<file path="config.mk">
export PLATFORM = sky130hd
export DESIGN_NAME = serial_framer
export DESIGN_NICKNAME = d
export VERILOG_FILES = /design/src/rtl/serial_framer.sv
export SDC_FILE = /design/constraint.sdc
export NUM_CORES = 1
export LEC_CHECK = 0
export CORE_MARGIN = 2
export CORE_UTILIZATION = 30
export CTS_CLUSTER_SIZE = 25
export DETAILED_ROUTE_END_ITERATION = 7
export PLACE_DENSITY = 0.49
export SYNTH_ARGS = -nofsm -noshare
export SYNTH_HDL_FRONTEND = slang
export SYNTH_SLANG_ARGS = --single-unit
</file>
<file path="constraint.sdc">
create_clock -name Clock -period 1.55 [get_ports Clock]
set_input_delay 0.155 -clock Clock [delete_from_list [all_inputs] [get_ports Clock]]
set_output_delay 0.155 -clock Clock [all_outputs]
set_load 0.01 [all_outputs]
</file>
<file path="src/rtl/serial_framer.sv">
// rtl/serial_framer.sv - parallel-to-serial framer: start bit, LSB-first data, optional even parity, stop bit
module serial_framer #(
    parameter int WIDTH     = 4,
    parameter int DIV       = 4,
    parameter int PARITY_EN = 1
) (
    input  logic             Clock,
    input  logic             Reset,
    input  logic [WIDTH-1:0] D,
    input  logic             Valid,
    output logic             Ready,
    output logic             Tx,
    output logic             Busy,
    output logic             Done
);

    localparam int DW = (DIV > 1) ? $clog2(DIV) : 1;
    localparam int BW = $clog2(WIDTH + 1);

    typedef enum logic [2:0] {
        IDLE,
        START,
        DATA,
        PARITY,
        STOP
    } state_t;

    state_t           r_state;
    logic [DW-1:0]    r_div;
    logic [BW-1:0]    r_bit;
    logic [WIDTH-1:0] r_shift;
    logic             r_parity;
    logic             r_done;

    logic             w_bit_end;
    logic             w_last_bit;

    assign w_bit_end  = (r_div == DW'(DIV - 1));
    assign w_last_bit = (r_bit == BW'(WIDTH - 1));

    // Frame sequencer: accepts a word in IDLE, then walks START/DATA/PARITY/STOP one bit period each
    always_ff @(posedge Clock) begin
        if (!Reset) begin
            r_state  <= IDLE;
            r_div    <= '0;
            r_bit    <= '0;
            r_shift  <= '0;
            r_parity <= 1'b0;
            r_done   <= 1'b0;
        end else begin
            r_done <= 1'b0;
            if (r_state == IDLE) begin
                if (Valid) begin
                    r_shift  <= D;
                    r_parity <= ^D;
                    r_div    <= '0;
                    r_bit    <= '0;
                    r_state  <= START;
                end
            end else begin
                // The divider free-runs within a bit and wraps at each bit boundary
                r_div <= w_bit_end ? '0 : r_div + DW'(1);
                if (w_bit_end) begin
                    case (r_state)
                        START: r_state <= DATA;
                        DATA: begin
                            r_shift <= r_shift >> 1;
                            if (w_last_bit) begin
                                r_bit   <= '0;
                                r_state <= (PARITY_EN != 0) ? PARITY : STOP;
                            end else begin
                                r_bit <= r_bit + BW'(1);
                            end
                        end
                        PARITY: r_state <= STOP;
                        STOP: begin
                            r_state <= IDLE;
                            r_done  <= 1'b1;
                        end
                        default: r_state <= IDLE;
                    endcase
                end
            end
        end
    end

    // Line level decoded from the current state and latched word only
    always_comb begin
        Tx = 1'b1;
        case (r_state)
            START:   Tx = 1'b0;
            DATA:    Tx = r_shift[0];
            PARITY:  Tx = r_parity;
            default: Tx = 1'b1;
        endcase
    end

    assign Ready = (r_state == IDLE);
    assign Busy  = (r_state != IDLE);
    assign Done  = r_done;

endmodule

</file>
==> reports/results.md <==
| Result | This run | Unit |
| --- | --- | --- |
| Worst Setup Slack post-DPL | 0.1075 | ns |
| Unrepaired setup endpoints after global routing | false | - |
| Synthesized cell area | 759.5 | sq um |
| Classification of the worst-slack hold path | reg -> reg | - |
| Worst path arrival time | 1.29 | ns |
| Vias post-DR | 670 | - |
| Slew at the pin closest to its max-slew limit | 0.3286 | ns |
| Share of synthesized registers carrying an async set or reset | 0 | - |
| Final Slew Violations | 0 | - |
| Diodes inserted | 0 | - |
| Flip-flop and latch count after synthesis | 14 | - |
| Routed WL per cell | 12.06 | microns |
| Max stage delay on crit path | 0.35 | ns |
| Leak pwr | 0.3986 | nW |
| Vias per Instance | 4.855 | - |
| CTS tree | built | - |
| Synth Instances | 89 | - |
| Cell Rows | 18 | - |
| Time the final worst path needs with I/O delays and setup | 1.449 | ns |
| Post-Route Skew | 0.005391 | ns |
| Pwr Density | 856.8 | nW/um^2 |
| Share of the yosys chip area belonging to registers | 0.3690 | - |
| Clock latency on the worst-skew pair | 0.28 | ns |
| Register-to-Register Setup Slack | 0.11 | ns |
| I/O pin count | 11 | - |
| Reg-to-reg critical path startpoint | r_div[0] | - |
| Final RePlAce weighted congestion | 0.6994 | - |
| Highest clock frequency the design can meet | 689.9 | MHz |
| DRT antenna net count | 0 | - |
| Die extent in y | 54.32 | microns |
| Number of instances in the placed design | 134 | - |
| Peak supply drop | 0.3682 | mV |
| Clock tree sinks | 14 | - |
| Biggest area consumer among synthesized cells | dfxtp_1 | - |
| Detailed router's first-iteration violation count | 15 | - |
| Status | completed | - |
| Fin Setup TNS | 0 | ns |
| Layout area overhead | 28.01 | % |
| Biggest fanout along the worst timing path | 7 | - |
| Clock buffer depth | 2 | - |
| Worst Path Class, Setup | reg -> out | - |
| Parity-gate share of the synthesized area counting xor and xnor cells | 0.03460 | - |
| Core footprint | 2432 | sq um |
| Tot GR Track Use | 0.1306 | - |
| Max-Slew Margin vs Limit | 0.7806 | - |
| Endpoint of the worst-slack reg-to-reg timing path | r_bit[2] | - |
| Largest net degree at the start of global routing | 12 | - |
| Worst-case setup margin in the final layout | 0.1005 | ns |
| Clock transition at the registers of the reported paths | 0.10 | ns |
| Total area of multi-input combinational cells | 416.7 | sq um |
| Die Width | 54.32 | microns |
| Tightest hold margin | 0.4855 | ns |
| Post-CTS setup buffer count | 0 | - |
| CP required | 1.39 | ns |
| Starting utilization of the core area | 0.3122 | - |
| Count of yosys warnings during synthesis | 0 | - |
| Final instance area | 972.2 | sq um |
| Number of distinct library cells after synthesis | 33 | - |
| First-pass GRT wire length | 2.718 | mm |
| Number of buffers inserted by port buffering | 10 | - |
| Die area | 2950 | sq um |
| Number of setup violations in the final report | 0 | - |
| Simple-gate share of the synthesized area | 0.2669 | - |
| Detailed-router iteration count before antenna repair | 4 | - |
| Commonest cells after routing, fill and taps aside | nor2_1, dfxtp_1, buf_4 | - |
| Num CTS Buffers | 3 | - |
| Top_reg_cell synth | dfxtp_1 | - |
| Total wirelength of the detailed-routed design | 1.664 | mm |
| Post-synthesis share of cell area spent on full adders, half adders and majority gates | 0.03295 | - |
| # fillers | 272 | - |
| Logic depth of the worst register-to-register path | 5 | - |
| Cell at the root of the clock tree | clkbuf_4 | - |
| Sequential standard cell area | 282.8 | sq um |
| Half-perimeter wire length after detailed placement | 1.292 | mm |
| Share of cell area taken by muxes after synthesis | 0.05437 | - |
| Synthesized area per cell | 8.533 | sq um |
| Share of cells above drive strength 1 | 0.2130 | - |
| Hold path startpoint | r_bit[2] | - |
| Critical Path Source Type | flip-flop | - |
| CP Cell Sequence | buf_4, nor3_4, dlygate4sd2_1 | - |
| Compound-Gate Fraction of Synth Area | 0.1598 | - |
| Slowest-stage cell, CP | dfxtp_2 | - |
| Terminating pin of the worst hold path | r_bit[2] | - |
| Initial antenna violation count | 0 | - |
| Most area-consuming cells after synthesis | dfxtp_1, nor2_1, nor3_4 | - |
| H-tree levels | 1 | - |
| Number of hold violations in the final report | 0 | - |
| Placed Area | 939.7 | sq um |
| Fraction of the cycle the final worst path needs | 0.9351 | - |
| Hold depth | 1 | - |
| Top-area cell type share of the netlist area | 0.3690 | - |
| Most common library cell in the layout ignoring fill and taps | nor2_1 | - |
| Number of max-cap violations | 0 | - |
| Combinational family with the most area after synthesis | simple AND/OR/NAND/NOR gates | - |
| Number of enable-type register cells in the synthesized netlist | 0 | - |
| Number of standard cells in the final layout excluding fillers | 138 | - |
| Count of nets after finishing | 118 | - |
| Drc violations | 0 | - |
| Endpoint kind of the worst setup timing path | primary output | - |
| Total of hold buffers inserted after clock tree synthesis | 0 | - |
| Residual overflow from global routing | 0 | - |
| Total nets after synthesis | 98 | - |
| Number of global-route vias before repair | 633 | - |
## logic make-up after synthesis
kind of cell / Yosys count
simple gates: 37
xor+xnor: 3
compound gates: 17
mux: 4
buf+inv: 12
flops: 14
fa+ha+maj: 2
## stage by stage
| stage | power (W) | util |
|---|---|---|
| 2_1_floorplan | 0.0005026 | - |
| 3_3_place_gp | 0.0005761 | 0.3863 |
| 3_5_place_dp | 0.0005770 | 0.3863 |
| 4_1_cts | 0.0008399 | 0.4002 |
| 5_1_grt | 0.0008812 | 0.3997 |
| 6_report | 0.0008329 | 0.3997 |
## routing by layer
metal	up-vias	GRT usage	part of all wire	wire length, microns
li1	348	-	-	-
met4	0	0.03750	0	0
met5	-	0	0	0
met1	312	0.1714	0.49	817
met3	0	0.03279	0.049	82
met2	10	0.2108	0.46	764
## cell type report
type / count / share of cell area
Clock buffer: 4 / 0.03732
Inverter: 6 / 0.02317
Multi-Input combinational cell: 63 / 0.4286
Sequential cell: 14 / 0.2909
Tap cell: 30 / 0.03861
Timing Repair Buffer: 21 / 0.1815
## registers in the layout (all words and copies together) (netlist names)
register  cells
r_shift       4
r_bit         3
r_state       3
r_div         2
Done          1
r_parity      1
## worst max-delay path, delay by kind of cell, from the launching register on
kind	cells	cell delay [ns]
DFF	1	0.35
and+or+nand+nor	1	0.21
buffers and inverters	2	0.46
## power breakdown
group / internal, W / switching [W]
sequential: 0.000379 / 0.0000128
combinational: 0.0000847 / 0.0000857
clock: 0.000143 / 0.000128
total: 0.000607 / 0.000226
## Yosys cell counts, drive strengths merged, types with 2 or more instances
cell,count
nor2,15
dfxtp,14
inv,6
buf,4
nand2,4
o31ai,4
a32oi,3
and2,3
mux2i,3
nand2b,3
nand3,3
nor3,3
a21boi,2
a21oi,2
clkbuf,2
ha,2
nand4,2
o21ai,2
xor2,2
## how the worst max path moves through the flow
stage | start | endpoint | slack (ns) | cells after the start
after floorplan | r_div[0] | r_state[1] | 0.18 | 6
after global placement | Valid | r_bit[2] | 0.12 | 5
after detailed placement | r_state[1] | Ready | 0.11 | 3
after CTS | r_state[1] | Busy | 0.01 | 4
after global routing | r_state[0] | Ready | 0.008 | 3
final | r_state[0] | Ready | 0.10 | 3
## what timing repair did
action                                  in CTS  in global routing
cloned                                       0                  0
gates resized for setup                      4                  4
endpoints found under the setup margin       3                  2
pin swaps                                    0                  1
(Power assumes the default switching activity.)
